`src/rtl/instr_encoder.sv`:
```
// ---------------------------------------------------------------------------
// instr_encoder
//
// Builds 32-bit MIPS instruction words from symbolic requests (a mnemonic
// index plus raw register/immediate/target fields). It queues them in a
// small FIFO and streams them into instruction memory through a write port
// with an auto-incrementing word address. The boot/test loader uses it to
// lay down programs.
//
// Parameters
//   DEPTH   FIFO entries (power of two, >= 2)
//   ADDR_W  instruction-memory word-address width
//
// Ports
//   clk          clock
//   rst_n        synchronous active-low reset
//   inValid      request valid
//   inReady      encoder can accept a request (FIFO not full)
//   mnem         mnemonic index, 0..38 legal
//   rs/rt/rd     register fields
//   shamt        shift amount
//   imm          immediate / branch offset
//   target       jump target
//   loadAddr     load write address from baseAddr
//   baseAddr     new write address
//   flush        discard FIFO contents
//   clrErr       clear illegalFlag
//   memWrEn      write request to instruction memory
//   memReady     memory accepts the write this cycle
//   memAddr      word address of the current write
//   memData      instruction word of the current write
//   illegalFlag  sticky: an unmapped mnemonic was accepted
//   wordCount    words written since reset, saturating at 0xFFFF
//   empty        FIFO empty
// ---------------------------------------------------------------------------
module instr_encoder #(
    parameter int DEPTH  = 4,
    parameter int ADDR_W = 10
) (
    input  logic              clk,
    input  logic              rst_n,
    input  logic              inValid,
    output logic              inReady,
    input  logic [5:0]        mnem,
    input  logic [4:0]        rs,
    input  logic [4:0]        rt,
    input  logic [4:0]        rd,
    input  logic [4:0]        shamt,
    input  logic [15:0]       imm,
    input  logic [25:0]       target,
    input  logic              loadAddr,
    input  logic [ADDR_W-1:0] baseAddr,
    input  logic              flush,
    input  logic              clrErr,
    output logic              memWrEn,
    input  logic              memReady,
    output logic [ADDR_W-1:0] memAddr,
    output logic [31:0]       memData,
    output logic              illegalFlag,
    output logic [15:0]       wordCount,
    output logic              empty
);

    localparam int PTR_W = $clog2(DEPTH);

    localparam logic [PTR_W:0]    PTR_ONE  = (PTR_W + 1)'(1);
    localparam logic [ADDR_W-1:0] ADDR_ONE = ADDR_W'(1);
    localparam logic [15:0]       COUNT_MAX = 16'hFFFF;

    // Instruction format selected by the mnemonic.
    typedef enum logic [1:0] {
        KIND_ILLEGAL,
        KIND_R,
        KIND_I,
        KIND_J
    } kind_t;

    kind_t       kind;
    logic [5:0]  funct;
    logic [5:0]  opcode;
    logic [31:0] encoded;

    // FIFO storage and pointers. Pointers carry one extra wrap bit so that
    // full and empty can be told apart when the index bits match.
    logic [31:0]      storage [DEPTH];
    logic [PTR_W:0]   head_ptr;
    logic [PTR_W:0]   tail_ptr;
    logic             full;
    logic             accept;
    logic             legal;
    logic             push;
    logic             pop;

    logic [ADDR_W-1:0] addr_reg;
    logic [15:0]       count_reg;
    logic              illegal_reg;

    // Mnemonic lookup: picks the format and the funct (R-type) or opcode
    // (I/J-type). Anything above 38 is illegal.
    always_comb begin
        kind   = KIND_ILLEGAL;
        funct  = 6'b000000;
        opcode = 6'b000000;
        case (mnem)
            6'd0:  begin kind = KIND_R; funct = 6'b100000; end // add
            6'd1:  begin kind = KIND_R; funct = 6'b100010; end // sub
            6'd2:  begin kind = KIND_R; funct = 6'b100001; end // addu
            6'd3:  begin kind = KIND_R; funct = 6'b100011; end // subu
            6'd4:  begin kind = KIND_R; funct = 6'b100100; end // and
            6'd5:  begin kind = KIND_R; funct = 6'b100101; end // or
            6'd6:  begin kind = KIND_R; funct = 6'b100110; end // xor
            6'd7:  begin kind = KIND_R; funct = 6'b000000; end // sll
            6'd8:  begin kind = KIND_R; funct = 6'b000010; end // srl
            6'd9:  begin kind = KIND_R; funct = 6'b000011; end // sra
            6'd10: begin kind = KIND_R; funct = 6'b101010; end // slt
            6'd11: begin kind = KIND_R; funct = 6'b011000; end // mul
            6'd12: begin kind = KIND_R; funct = 6'b011001; end // madd
            6'd13: begin kind = KIND_R; funct = 6'b011010; end // maddu
            6'd14: begin kind = KIND_R; funct = 6'b001000; end // jr
            6'd15: begin kind = KIND_R; funct = 6'b110000; end // add.s
            6'd16: begin kind = KIND_R; funct = 6'b110001; end // sub.s
            6'd17: begin kind = KIND_R; funct = 6'b110010; end // c.eq.s
            6'd18: begin kind = KIND_R; funct = 6'b110011; end // c.le.s
            6'd19: begin kind = KIND_R; funct = 6'b110100; end // c.lt.s
            6'd20: begin kind = KIND_R; funct = 6'b110101; end // c.ge.s
            6'd21: begin kind = KIND_R; funct = 6'b110110; end // c.gt.s
            6'd22: begin kind = KIND_R; funct = 6'b011110; end // mov.s
            6'd23: begin kind = KIND_I; opcode = 6'b001000; end // addi
            6'd24: begin kind = KIND_I; opcode = 6'b001001; end // addiu
            6'd25: begin kind = KIND_I; opcode = 6'b000100; end // beq
            6'd26: begin kind = KIND_I; opcode = 6'b000101; end // bne
            6'd27: begin kind = KIND_I; opcode = 6'b000110; end // bgt
            6'd28: begin kind = KIND_I; opcode = 6'b000111; end // bgte
            6'd29: begin kind = KIND_I; opcode = 6'b001100; end // ble
            6'd30: begin kind = KIND_I; opcode = 6'b001101; end // bleq
            6'd31: begin kind = KIND_I; opcode = 6'b010011; end // bgtu
            6'd32: begin kind = KIND_I; opcode = 6'b100011; end // lw
            6'd33: begin kind = KIND_I; opcode = 6'b101011; end // sw
            6'd34: begin kind = KIND_I; opcode = 6'b001111; end // lui
            6'd35: begin kind = KIND_I; opcode = 6'b001010; end // slti
            6'd36: begin kind = KIND_I; opcode = 6'b001011; end // seq
            6'd37: begin kind = KIND_J; opcode = 6'b000010; end // j
            6'd38: begin kind = KIND_J; opcode = 6'b000011; end // jal
            default: begin kind = KIND_ILLEGAL; end
        endcase
    end

    // Word assembly. Fields that a format does not use are passed through
    // verbatim rather than zeroed, so the loader sees exactly what it sent.
    always_comb begin
        encoded = 32'd0;
        case (kind)
            KIND_R:  encoded = {6'b000000, rs, rt, rd, shamt, funct};
            KIND_I:  encoded = {opcode, rs, rt, imm};
            KIND_J:  encoded = {opcode, target};
            default: encoded = 32'd0;
        endcase
    end

    // Handshake qualifiers. An illegal mnemonic still completes the input
    // handshake but never reaches the FIFO; a flush discards any push.
    assign full    = (head_ptr[PTR_W] != tail_ptr[PTR_W]) &&
                     (head_ptr[PTR_W-1:0] == tail_ptr[PTR_W-1:0]);
    assign empty   = (head_ptr == tail_ptr);
    assign inReady = !full;
    assign memWrEn = !empty;
    assign legal   = (kind != KIND_ILLEGAL);
    assign accept  = inValid && inReady;
    assign push    = accept && legal && !flush;
    assign pop     = memWrEn && memReady;

    // FIFO. Reset clears the storage so the head reads as zero afterwards.
    // Flush moves the tail onto the post-pop head, which lets a pop on the
    // same edge complete while everything behind it is dropped.
    always_ff @(posedge clk) begin
        if (!rst_n) begin
            head_ptr <= '0;
            tail_ptr <= '0;
            for (int i = 0; i < DEPTH; i++) begin
                storage[i] <= 32'd0;
            end
        end else begin
            if (pop) begin
                head_ptr <= head_ptr + PTR_ONE;
            end
            if (flush) begin
                tail_ptr <= head_ptr + {{PTR_W{1'b0}}, pop};
            end else if (push) begin
                storage[tail_ptr[PTR_W-1:0]] <= encoded;
                tail_ptr <= tail_ptr + PTR_ONE;
            end
        end
    end

    // Write address. A load wins over the post-pop increment: the popped
    // word goes out at the old address and the next one lands at baseAddr.
    always_ff @(posedge clk) begin
        if (!rst_n) begin
            addr_reg <= '0;
        end else if (loadAddr) begin
            addr_reg <= baseAddr;
        end else if (pop) begin
            addr_reg <= addr_reg + ADDR_ONE;
        end
    end

    // Saturating count of completed memory writes.
    always_ff @(posedge clk) begin
        if (!rst_n) begin
            count_reg <= 16'd0;
        end else if (pop && (count_reg != COUNT_MAX)) begin
            count_reg <= count_reg + 16'd1;
        end
    end

    // Sticky illegal-mnemonic flag; a new illegal request beats clrErr.
    always_ff @(posedge clk) begin
        if (!rst_n) begin
            illegal_reg <= 1'b0;
        end else if (accept && !legal) begin
            illegal_reg <= 1'b1;
        end else if (clrErr) begin
            illegal_reg <= 1'b0;
        end
    end

    assign memData     = storage[head_ptr[PTR_W-1:0]];
    assign memAddr     = addr_reg;
    assign wordCount   = count_reg;
    assign illegalFlag = illegal_reg;

endmodule

```
`config.mk`:
```
export PLATFORM = sky130hd
export DESIGN_NAME = instr_encoder
export DESIGN_NICKNAME = d
export VERILOG_FILES = /design/src/rtl/instr_encoder.sv
export SDC_FILE = /design/constraint.sdc
export NUM_CORES = 1
export LEC_CHECK = 0
export CELL_PAD_IN_SITES_DETAIL_PLACEMENT = 0
export CELL_PAD_IN_SITES_GLOBAL_PLACEMENT = 1
export CORE_AREA = 3 3 184 186
export DETAILED_ROUTE_END_ITERATION = 16
export DIE_AREA = 0 0 187 189
export PLACE_DENSITY_LB_ADDON = 0.08
export RECOVER_POWER = 25
export SETUP_SLACK_MARGIN = 0.2
export SLEW_MARGIN = 0
export SYNTH_ARGS = -nofsm -noshare
export SYNTH_HDL_FRONTEND = slang
export SYNTH_SLANG_ARGS = --single-unit
```
`constraint.sdc`:
```
create_clock -name clk -period 11.82 [get_ports clk]
set_input_delay 3.546 -clock clk [delete_from_list [all_inputs] [get_ports clk]]
set_output_delay 3.546 -clock clk [all_outputs]
set_load 0.05 [all_outputs]
```
==> metrics.cfg <==
[sta]
rsz0062_at_grt=no
timing.hold.ws_ns=0.530
slew_headroom_pct=-32.7
period_share_pct=70.3
setup_viol=0
setup_tns_ns=0
fin_skew_ns=0.0156
post-route-min-period_ns=8.31
fmax_mhz=120
worstMarginPinSlew_ns=1.99
slew_viol_final=77
finalHoldViolations=0

[clocking]
insertion_delay_ns=0.43
cts.reportedPaths.clkPinSlew_ns=0.07
cts_tree=yes
hold_buffers=0
cts_buffers=17
clockBufferDepth=2
cts_setup_buffers=0
cts_root_buffer=clkbuf_16
cts_max_level=4
cts.sinks=163
cts_resized=0

[routing]
dr.pass1.iters=5
vias_per_cell=4.58
wire_per_inst_um=18.4
drt_wl_total_um=22700
drt_iter0_markers=321
drc=0
vias=5650
drtAntennaViolNets=0

[critical_path]
arrival_ns=8.27
crit_path_max_incr_delay_ns=1.36
end_kind=flop
worstPathRequired_ns=11.78
crit_slowest_cell=clkbuf_1
path_max_fanout=34
cp_cell_sequence=dlygate4sd3_1 > a311oi_1 > o32ai_1 > or2_1 > clkbuf_1 > or3_2 > buf_4 > nand2_2
startpoint_type=input pin
critPathKind=input pin to flop

[cells_and_area]
drive_gt1_share_pct=14.3
final_net_count=869
final_cell_mix=128 x edfxtp_1, 115 x clkdlybuf4s50_1, 101 x nor2_1
area_growth_pct=29.4
diodes=0
final_common_cell=edfxtp_1
final_area_mm2=0.0104

[floorplan]
dieArea_mm2=0.0353
fp-row-count=66
ioPinCount=147
start_util_pct=24.9
design.core.area_mm2=0.0325
die_y_um=189
dieWidth_um=187

[grt]
antenna_found_initial=0
track_usage_pct=13.0
grt_max_degree=42
overflow=0
grt_pass1_wl_um=35400
grt_pass1_vias=6014

[synthesis]
synth_seq_area_share_pct=56.3
postSynthCellCount=647
synth_edf_count=128
synth_cell_type_count=64
async_flop_share_pct=0
synth_flop_cell=edfxtp_1
ys.warnings.count=0
syn_area_mm2=0.00807
ys_ff_latch=163
syn_nets=738
synth_area_per_cell_um2=12.5

[power]
p_leak_nw=3.55
p_per_area_mw_per_mm2=160
ir_drop_uv=94.2

[place]
dpl.hpwl_um=14500
globalplace.congestion=0.738
postPlaceCellArea_mm2=0.00995
io_buffers=146

[worst_hold_path]
hp-class=flop to flop

[run_status]
violations=max-capacitance violations, max-slew violations
status=finished, violations left

[run]
cap_violations=3

## report_power, final
group	switching, mW	internal (mW)	leakage [nW]
sequential	0.0261	0.647	1.61
combinational	0.283	0.172	1.65
clock	0.264	0.283	0.288
total	0.572	1.10	3.55
## Yosys cell counts (2+ instances only)
cell / number / area (um2)
and4_1: 2 / 17.5
buf_12: 2 / 40.0
nand3_1: 11 / 55.1
a21boi_0: 2 / 15.0
clkbuf_1: 21 / 78.8
o32ai_1: 2 / 17.5
xor2_1: 9 / 78.8
buf_1: 8 / 30.0
xor2_2: 2 / 32.5
buf_2: 9 / 45.0
and3_1: 4 / 25.0
o21a_1: 7 / 52.6
or3_1: 6 / 37.5
a22oi_2: 10 / 125
a21oi_1: 20 / 100
nand4_1: 7 / 43.8
xnor2_1: 17 / 149
and2_1: 13 / 81.3
ha_1: 6 / 75.1
o31ai_1: 4 / 30.0
o211ai_1: 3 / 22.5
dfxtp_1: 35 / 701
mux4_2: 32 / 721
a222oi_1: 14 / 140
a311oi_1: 2 / 17.5
nor2_2: 16 / 100
a221oi_1: 3 / 26.3
nand2_1: 27 / 101
nor3b_1: 4 / 30.0
o22ai_1: 2 / 12.5
nand2b_1: 10 / 62.6
inv_1: 13 / 48.8
o2111ai_1: 2 / 17.5
nor2_1: 101 / 379
mux2i_1: 5 / 50.1
a31oi_1: 2 / 12.5
nor3_1: 11 / 55.1
nor4_1: 6 / 37.5
edfxtp_1: 128 / 3840
o21ai_0: 24 / 120
nor2_4: 13 / 146
a22oi_1: 2 / 15.0
buf_6: 3 / 33.8
nor2b_1: 7 / 43.8
## layer usage
| layer | up-vias | share of wire [%] | global-route usage (%) | wire [um] |
|---|---|---|---|---|
| met4 | 0 | 1.0 | 3.14 | 237 |
| met3 | 14 | 4.1 | 3.05 | 928 |
| met1 | 2813 | 45 | 16.2 | 10200 |
| met5 | - | 0 | 0 | 0 |
| met2 | 134 | 50 | 22.8 | 11300 |
| li1 | 2689 | - | - | - |
## area by class of cell
class / count / area (um2)
Tap cell: 442 / 553
Multi-Input combinational cell: 426 / 3180
Clock buffer: 17 / 425
Sequential cell: 163 / 4550
Clock inverter: 15 / 161
Inverter: 14 / 52.6
Timing Repair Buffer: 156 / 1530
Fill cell: 3274 / 22000
## sequential cells by signal, summed over array words and instances, names as in the netlist, named ones only
name,count
memAddr,10
illegalFlag,1
wordCount,16
tail_ptr,3
head_ptr,3
storage,128
## worst max-delay path, delay by kind of cell
family | cells | cell delay, ns
compound gates | 2 | 0.54
buf+inv | 3 | 2.98
simple gates | 3 | 1.16
## stage by stage
step	utilization (%)	worst slack, ns	power (mW)	instances
after floorplan	-	4.71	0.991	647
after global routing	32.2	3.05	1.75	1233
after detailed placement	30.7	4.08	1.16	1201
after CTS	32.5	4.53	1.71	1233
after global placement	30.7	4.13	1.16	1201
final	32.2	3.51	1.67	1233
## cell families (layout without fill, tap and decap cells)
group                    Yosys count  after routing  share of synthesized area [%]
flip-flops                       163            163                           56.3
adder cells (fa/ha/maj)            6              6                          0.930
AO/OA/AOI/OAI                    110            110                           10.6
AND/OR/NAND/NOR                  244            244                           15.6
multiplexers                      38             38                           9.69
XOR/XNOR                          28             28                           3.23
buffers and inverters             58            202                           3.57
## path summary, 6_finish.rpt
check                                                from                     endpoint  slack, ns  cells past startpoint
worst max register to register   tail_ptr[1]$_SDFFE_PN0P_  storage[0][1]$_SDFFCE_PN0P_       7.01                      7
worst min register to register  wordCount[4]$_SDFFE_PN0P_    wordCount[4]$_SDFFE_PN0P_       0.53                      2
worst min-delay path            wordCount[4]$_SDFFE_PN0P_    wordCount[4]$_SDFFE_PN0P_       0.53                      2
worst max-delay path                              mnem[1]  storage[0][1]$_SDFFCE_PN0P_       3.51                      8
(Power assumes the default switching activity.)
